File: src/rtl/mdu_hilo_ctrl_pkg.sv
// Shared control codes, FSM encoding and op-class helpers for the MDU HI/LO sequencer.
package mdu_hilo_ctrl_pkg;

  localparam logic [4:0] NOP_CONTROL   = 5'd0;
  localparam logic [4:0] MULT_CONTROL  = 5'd1;
  localparam logic [4:0] MULTU_CONTROL = 5'd2;
  localparam logic [4:0] DIV_CONTROL   = 5'd3;
  localparam logic [4:0] DIVU_CONTROL  = 5'd4;
  localparam logic [4:0] MTHI_CONTROL  = 5'd5;
  localparam logic [4:0] MTLO_CONTROL  = 5'd6;

  typedef enum logic {
    IDLE = 1'b0,
    BUSY = 1'b1
  } state_t;

  function automatic logic is_mul(input logic [4:0] ctrl);
    return (ctrl == MULT_CONTROL) || (ctrl == MULTU_CONTROL);
  endfunction

  function automatic logic is_div(input logic [4:0] ctrl);
    return (ctrl == DIV_CONTROL) || (ctrl == DIVU_CONTROL);
  endfunction

endpackage

File: src/rtl/mdu_hilo_ctrl_if.sv
// EX-side operation request, MDU operand/result channel and HI/LO/stall outputs.
interface mdu_hilo_ctrl_if #(
  parameter int WIDTH = 32
);
  logic               op_valid;
  logic [4:0]         op_ctrl;
  logic [WIDTH-1:0]   op_a;
  logic [WIDTH-1:0]   op_b;
  logic               flush;
  logic [4:0]         mdu_ctrl;
  logic [WIDTH-1:0]   mdu_a;
  logic [WIDTH-1:0]   mdu_b;
  logic [2*WIDTH-1:0] mdu_result;
  logic               mdu_ready;
  logic               stall;
  logic [WIDTH-1:0]   hi;
  logic [WIDTH-1:0]   lo;
  logic               busy;

  modport slave (
    input  op_valid, op_ctrl, op_a, op_b, flush, mdu_result, mdu_ready,
    output mdu_ctrl, mdu_a, mdu_b, stall, hi, lo, busy
  );

  modport master (
    output op_valid, op_ctrl, op_a, op_b, flush, mdu_result, mdu_ready,
    input  mdu_ctrl, mdu_a, mdu_b, stall, hi, lo, busy
  );
endinterface

File: src/rtl/mdu_hilo_ctrl_hilo_regfile.sv
// Architectural HI/LO pair: 2*WIDTH commit port plus single-word MTHI/MTLO writes.
module mdu_hilo_ctrl_hilo_regfile #(
  parameter int WIDTH = 32
) (
  input  logic               clk,
  input  logic               rst,
  input  logic               i_commit,
  input  logic [2*WIDTH-1:0] i_result,
  input  logic               i_hi_we,
  input  logic               i_lo_we,
  input  logic [WIDTH-1:0]   i_wdata,
  output logic [WIDTH-1:0]   o_hi,
  output logic [WIDTH-1:0]   o_lo
);

  logic [WIDTH-1:0] r_hi;
  logic [WIDTH-1:0] r_lo;

  always_ff @(posedge clk or negedge rst) begin
    if (!rst) begin
      r_hi <= '0;
      r_lo <= '0;
    end else if (i_commit) begin
      r_hi <= i_result[2*WIDTH-1:WIDTH];
      r_lo <= i_result[WIDTH-1:0];
    end else begin
      if (i_hi_we) r_hi <= i_wdata;
      if (i_lo_we) r_lo <= i_wdata;
    end
  end

  assign o_hi = r_hi;
  assign o_lo = r_lo;

endmodule

File: src/rtl/mdu_hilo_ctrl.sv
// EX-stage MDU sequencer: latches operands, stalls until the result is due, commits HI/LO.
// Multiply completes on a fixed countdown; divide waits for mdu_ready; flush aborts without commit.
module mdu_hilo_ctrl
  import mdu_hilo_ctrl_pkg::*;
#(
  parameter int WIDTH       = 32,
  parameter int MUL_LATENCY = 1
) (
  input  logic           clk,
  input  logic           rst,
  mdu_hilo_ctrl_if.slave bus
);

  localparam int CNT_W = (MUL_LATENCY > 1) ? $clog2(MUL_LATENCY) : 1;
  localparam logic [CNT_W-1:0] CNT_INIT = CNT_W'(MUL_LATENCY - 1);

  state_t           r_state;
  state_t           w_state_nxt;
  logic [CNT_W-1:0] r_cnt;
  logic [4:0]       r_mdu_ctrl;
  logic [WIDTH-1:0] r_mdu_a;
  logic [WIDTH-1:0] r_mdu_b;
  logic             w_stall;
  logic             w_start;
  logic             w_done;
  logic             w_commit;
  logic             w_hi_we;
  logic             w_lo_we;

  always_comb begin
    w_state_nxt = r_state;
    w_stall     = 1'b0;
    w_start     = 1'b0;
    w_done      = 1'b0;
    w_commit    = 1'b0;
    w_hi_we     = 1'b0;
    w_lo_we     = 1'b0;
    case (r_state)
      IDLE: begin
        if (bus.op_valid && !bus.flush) begin
          if (is_mul(bus.op_ctrl) || is_div(bus.op_ctrl)) begin
            w_start     = 1'b1;
            w_stall     = 1'b1;
            w_state_nxt = BUSY;
          end else if (bus.op_ctrl == MTHI_CONTROL) begin
            w_hi_we = 1'b1;
          end else if (bus.op_ctrl == MTLO_CONTROL) begin
            w_lo_we = 1'b1;
          end
        end
      end
      BUSY: begin
        // Flush outranks a same-cycle result so an annulled op never lands in HI/LO.
        if (bus.flush) begin
          w_done      = 1'b1;
          w_state_nxt = IDLE;
        end else if (is_mul(r_mdu_ctrl)) begin
          if (r_cnt != '0) begin
            w_stall = 1'b1;
          end else begin
            w_commit    = 1'b1;
            w_done      = 1'b1;
            w_state_nxt = IDLE;
          end
        end else if (bus.mdu_ready) begin
          w_commit    = 1'b1;
          w_done      = 1'b1;
          w_state_nxt = IDLE;
        end else begin
          w_stall = 1'b1;
        end
      end
    endcase
  end

  always_ff @(posedge clk or negedge rst) begin
    if (!rst) begin
      r_state    <= IDLE;
      r_cnt      <= '0;
      r_mdu_ctrl <= NOP_CONTROL;
      r_mdu_a    <= '0;
      r_mdu_b    <= '0;
    end else begin
      r_state <= w_state_nxt;
      if (w_start) begin
        r_mdu_ctrl <= bus.op_ctrl;
        r_mdu_a    <= bus.op_a;
        r_mdu_b    <= bus.op_b;
        r_cnt      <= CNT_INIT;
      end else begin
        if (w_done) r_mdu_ctrl <= NOP_CONTROL;
        if (r_state == BUSY && r_cnt != '0) r_cnt <= r_cnt - 1'b1;
      end
    end
  end

  mdu_hilo_ctrl_hilo_regfile #(
    .WIDTH(WIDTH)
  ) u_hilo (
    .clk     (clk),
    .rst     (rst),
    .i_commit(w_commit),
    .i_result(bus.mdu_result),
    .i_hi_we (w_hi_we),
    .i_lo_we (w_lo_we),
    .i_wdata (bus.op_a),
    .o_hi    (bus.hi),
    .o_lo    (bus.lo)
  );

  assign bus.mdu_ctrl = r_mdu_ctrl;
  assign bus.mdu_a    = r_mdu_a;
  assign bus.mdu_b    = r_mdu_b;
  assign bus.stall    = w_stall;
  assign bus.busy     = (r_state == BUSY);

endmodule

File: src/flat_wrapper.sv
// flat-port wrapper written by rule: the top's interface ports become plain ports
module mdu_hilo_ctrl_flat import mdu_hilo_ctrl_pkg::*;
#(
  parameter int WIDTH       = 32,
  parameter int MUL_LATENCY = 1
)
  (clk, rst, bus_op_valid, bus_op_ctrl, bus_op_a, bus_op_b, bus_flush, bus_mdu_result, bus_mdu_ready, bus_mdu_ctrl, bus_mdu_a, bus_mdu_b, bus_stall, bus_hi, bus_lo, bus_busy);
  mdu_hilo_ctrl_if #(.WIDTH(WIDTH)) bus_i ();
  input  logic clk;
  input  logic rst;
  input wire logic [$bits(bus_i.op_valid)-1:0] bus_op_valid;
  input wire logic [$bits(bus_i.op_ctrl)-1:0] bus_op_ctrl;
  input wire logic [$bits(bus_i.op_a)-1:0] bus_op_a;
  input wire logic [$bits(bus_i.op_b)-1:0] bus_op_b;
  input wire logic [$bits(bus_i.flush)-1:0] bus_flush;
  input wire logic [$bits(bus_i.mdu_result)-1:0] bus_mdu_result;
  input wire logic [$bits(bus_i.mdu_ready)-1:0] bus_mdu_ready;
  output wire logic [$bits(bus_i.mdu_ctrl)-1:0] bus_mdu_ctrl;
  output wire logic [$bits(bus_i.mdu_a)-1:0] bus_mdu_a;
  output wire logic [$bits(bus_i.mdu_b)-1:0] bus_mdu_b;
  output wire logic [$bits(bus_i.stall)-1:0] bus_stall;
  output wire logic [$bits(bus_i.hi)-1:0] bus_hi;
  output wire logic [$bits(bus_i.lo)-1:0] bus_lo;
  output wire logic [$bits(bus_i.busy)-1:0] bus_busy;
  assign bus_i.op_valid = bus_op_valid;
  assign bus_i.op_ctrl = bus_op_ctrl;
  assign bus_i.op_a = bus_op_a;
  assign bus_i.op_b = bus_op_b;
  assign bus_i.flush = bus_flush;
  assign bus_i.mdu_result = bus_mdu_result;
  assign bus_i.mdu_ready = bus_mdu_ready;
  assign bus_mdu_ctrl = bus_i.mdu_ctrl;
  assign bus_mdu_a = bus_i.mdu_a;
  assign bus_mdu_b = bus_i.mdu_b;
  assign bus_stall = bus_i.stall;
  assign bus_hi = bus_i.hi;
  assign bus_lo = bus_i.lo;
  assign bus_busy = bus_i.busy;
  mdu_hilo_ctrl #(.WIDTH(WIDTH), .MUL_LATENCY(MUL_LATENCY)) u_core (.clk(clk), .rst(rst), .bus(bus_i));
endmodule
File: config.mk
export PLATFORM = sky130hd
export DESIGN_NAME = mdu_hilo_ctrl_flat
export DESIGN_NICKNAME = d
export VERILOG_FILES = /design/src/rtl/mdu_hilo_ctrl_pkg.sv /design/src/rtl/mdu_hilo_ctrl_if.sv /design/src/rtl/mdu_hilo_ctrl_hilo_regfile.sv /design/src/rtl/mdu_hilo_ctrl.sv /design/src/flat_wrapper.sv
export SDC_FILE = /design/constraint.sdc
export NUM_CORES = 1
export LEC_CHECK = 0
export BUFFER_PORTS_ARGS = -buffer_cell sky130_fd_sc_hd__buf_4
export CORE_MARGIN = 4
export CORE_UTILIZATION = 50
export DETAILED_ROUTE_END_ITERATION = 8
export PLACE_DENSITY = 0.85
export SLEW_MARGIN = 10
export SYNTH_ARGS = -nofsm -noshare
export SYNTH_HDL_FRONTEND = slang
export SYNTH_HIERARCHICAL = 1
export SYNTH_SLANG_ARGS = --single-unit
File: constraint.sdc
create_clock -name clk -period 6.1 [get_ports clk]
set_clock_uncertainty 0.2 [all_clocks]
set_input_delay 0.61 -clock clk [delete_from_list [all_inputs] [get_ports clk]]
set_output_delay 0.61 -clock clk [all_outputs]
set_load 0.05 [all_outputs]
==> reports/results.txt <==
The most common cell in the synthesized netlist is sky130_fd_sc_hd__dfrtp_1. The area of the die is 13500 um2. The combinational share of power was 0.452. The number of enable flip-flop cells after synthesis is 0, and the count of inserted antenna diode cells is 0. The tools report the sort of element at the start of the critical path as a flip-flop.

In the final routing, the length of wire on met1 measures 6010 um. In this run the power density over the cells is 504 nW/um2. The tools report the data arrival time of the critical path as 2.71 ns. The count of buffer and inverter cells on the critical path works out to 1. The largest area contributor in the netlist is sky130_fd_sc_hd__dfrtp_1. STA puts the critical path data required time at 5.29 ns. The max-cap check violation count is 0, and the switching part of the total is 0.438.

The maximum fanout along the worst path works out to 74. By startpoint and endpoint, the worst setup path is classified as reg2out. The tools report the instance count after placement with tap cells included as 835. In this run, CTS created clock tree buffers numbering 17.

Setup violations remaining at the end of the flow were counted as 0. The sequential-to-total area share from yosys stat was 0.579; the routed length on met3 was 1340 um. On the critical path, the stage with the largest delay is an instance of sky130_fd_sc_hd__and4b_4.

The die is 116 um tall. In this run the critical register-to-register path is captured at u_core/u_hilo/o_lo[12]. Post-CTS repair changed the size of 0 cells. The post-place instance area was 7760 um2.

Setup repair after global routing left no endpoint under its margin. The count of routing violations after the opening detailed-route iteration is 250, and the standard-cell row count is 39. The effective utilization at floorplan was 0.511; the largest net degree at the start of global routing was 75. The leakage power figure came out at 3.92 nW.

The worst slew slack as a fraction of its limit is 0.240. The H-tree was split into 4 levels. Simple-gate area share of the yosys netlist: 0.0620.

Estimated wirelength of the detail-placed design: 11600 um. TritonCTS built the clock tree. Top-level I/O count: 273. The element type at the critical path end was an output port. In the synthesized netlist the dominant register cell turns out to be sky130_fd_sc_hd__dfrtp_1. After the flow finishes, the layout carries non-filler instances totaling 866.

The die outline width was 116 um; the global-route total usage across every layer was 0.238. The clock slew at the register clock pins of the worst setup and hold paths is 0.06 ns, and the signed area change from the synthesized netlist to the final layout is 43.1%. The region available for standard cell placement spans 11400 um2. By area the synthesized netlist is led by sky130_fd_sc_hd__dfrtp_1 (58%), sky130_fd_sc_hd__mux2i_1 (11%), sky130_fd_sc_hd__mux2_1 (9.7%), sky130_fd_sc_hd__o21ai_1 (5.1%), sky130_fd_sc_hd__nand2_1 (4.1%). The final-report max-slew violation count was 0; the worst supply voltage drop on vdd was 330 uV. Tracing the worst setup path back leads to its startpoint at u_core/bus.busy. The hold violation count in the final report is 0. The final layout contains routed wiring with a total length of 16000 um. The number of buffers inserted by post-CTS setup repair came out at 0. The routed via count is 4531. The cell chosen for the clock root is sky130_fd_sc_hd__clkbuf_16. Setup total negative slack on the finished layout was measured at 0 ns. Area share of the largest cell type after synthesis: 0.579. The number of warnings printed during yosys synthesis is 6, and the netlist area before placement is 5830 um2. The run gives 0 as the number of antenna violations at the first check in global routing. The tools report the start of the worst register-to-register path as u_core/bus.mdu_ctrl[3]. Length of routed met2 wiring: 8220 um.

Timing analysis after detailed placement gives a worst setup slack of 2.66 ns. The first global-routing pass estimated 24600 um of wire. The number of different library cells used by synthesis comes to 26. After detailed routing, no signal wire sits above met4.

Total power: 4.20 mW. In this run the power spent charging and discharging nets is 1.84 mW. The number of buffers inserted by hold repair at cts is 0. At the pin with the least slew margin, the transition time is 1.14 ns. During placement, the flow inserted port buffers numbering 272.

The via count of the first global-routing pass came out at 4792. The share of cell area taken by muxes after synthesis works out to 0.233. The dominant combinational cell family by area after synthesis was multiplexers. For this run, the slowest stage of the critical path takes 1.04 ns. The synthesized design contains 135 register bits.

The routed wirelength normalized by instance count was 18.5 um; the fraction of the core area covered by cells at the end of the flow was 0.731. The share of flip-flops with an asynchronous set or reset after synthesis is 1.00. The tools report the buffer depth of the longest clock path as 2. The worst reg-to-reg path cell count was 7; the total congestion overflow after global routing was 0.

The post-route standard cell area excluding fillers is 8350 um2, and the number of nets in the final layout is 850. The logs give 446 for the cell count after synthesis and 0.822 for the weighted congestion at the end of routability-driven global placement. The final critical-path share of the clock period is 0.577.

The share of layout cells above drive strength 1 is 0.448. The logs give 0.130 ns for the worst hold slack and 0.40 ns for the insertion delay to the later sink of the worst-skew pair. The clock network fraction of total power was 0.229; the mean post-synth cell area was 13.1 um2. Cell internal power was estimated by the tool at 2.36 mW.

Walking the worst path, the cells encountered are nor4_2, and4b_4, o21bai_1, buf_4. After detailed routing, the number of remaining DRC violations is 0. The kind of cell with the highest combined delay on the critical path was simple AND/OR/NAND/NOR gates. The part of the total power dissipated in sequential elements is 0.319. The clock period minus worst slack came out at 3.52 ns. The synthesized-area fraction occupied by ao, oa, aoi and oai cells is 0.0656. The post-synthesis xor/xnor area fraction is 0.00150. The detail route stage leaves a number of antenna-violating nets equal to 0. Adder and majority gate portion of the synthesized area: 0.

The clock sink count came out at 135. By count the netlist is led by sky130_fd_sc_hd__dfrtp_1 (135), sky130_fd_sc_hd__mux2i_1 (64), sky130_fd_sc_hd__nand2_1 (64). Worst min-delay path class: in2async.

The number of nets handed over by synthesis was 584. Slack of the critical path: 2.58 ns. In this run the register-to-register setup slack is 3.16 ns. The first TritonRoute pass finished after 4 iterations. The tools report the highest clock rate as 0.284 GHz.

Dividing the detail-routed via count by the number of cells gives 5.23. The flow ran to the end, and the final reports show no timing, DRC or antenna violations.
worst max-delay path by stage:
stage / to / depth (start not counted) / slack [ns]
global route: bus_stall / 4 / 2.41
global placement: bus_stall / 5 / 2.76
finish: bus_stall / 4 / 2.58
CTS: bus_stall / 4 / 2.55
detailed placement: u_core/u_hilo/o_lo[31] / 6 / 2.66
floorplan: bus_stall / 4 / 3.10
per-layer routing:
| layer | vias up | GRT usage |
|---|---|---|
| met5 | - | 0 |
| met4 | 0 | 0.102 |
| met2 | 201 | 0.395 |
| met1 | 2190 | 0.286 |
| met3 | 38 | 0.0747 |
| li1 | 2102 | - |
cells in the final DEF (no fill, tap or decap), drive strengths merged, types with 2 or more instances in the layout:
| master | n |
|---|---|
| mux2i | 64 |
| and3b | 2 |
| clkbuf | 22 |
| dfrtp | 135 |
| mux2 | 64 |
| nor3b | 3 |
| buf | 277 |
| a22o | 3 |
| bufinv | 2 |
| clkinv | 3 |
| nor2b | 4 |
| nand2 | 64 |
| o21ai | 65 |
| clkinvlp | 3 |
flip-flops by register name (all words and copies together) (netlist names):
signal,cells
u_core/r_cnt,1
u_core/bus.mdu_a,32
u_core/u_hilo/o_lo,32
u_core/u_hilo/o_hi,32
u_core/bus.mdu_ctrl,5
u_core/bus.mdu_b,32
u_core/bus.busy,1
logic make-up (layout without fill, tap and decap cells):
family | after synthesis | after routing
AOI/OAI and AO/OA | 71 | 71
DFF | 135 | 135
and+or+nand+nor | 81 | 81
muxes | 128 | 128
xor gates and xnor gates | 1 | 1
buffers and inverters | 30 | 307
power groups by stage:
stage | Sequential [mW] | Combinational, mW | Clock, mW
final | 1.34 | 1.90 | 0.961
after global routing | 1.38 | 1.98 | 1.02
after CTS | 1.34 | 1.92 | 0.983
after detailed placement | 1.35 | 1.91 | 0
after global placement | 1.34 | 1.88 | 0
after floorplan | 2.31 | 0.260 | 0
layout make-up:
| type | instances | area (um2) |
|---|---|---|
| well taps | 143 | 179 |
| multi-input cells | 281 | 2140 |
| fillers | 797 | 3070 |
| clock buffers | 22 | 454 |
| repair buffers | 277 | 2100 |
| flip-flops and latches | 135 | 3380 |
| clock inverters | 8 | 101 |
worst reg2reg max path, stage by stage, from the launching register on:
cell and delay (ns):
sky130_fd_sc_hd__dfrtp_1 0.40, sky130_fd_sc_hd__or4_1 0.53, sky130_fd_sc_hd__nor2_1 0.18, sky130_fd_sc_hd__or2_2 0.16, sky130_fd_sc_hd__nor2b_4 0.49, sky130_fd_sc_hd__buf_4 0.63, sky130_fd_sc_hd__nand2_1 0.14, sky130_fd_sc_hd__o21ai_1 0.13
No activity file was read; power rests on OpenSTA's default activity.
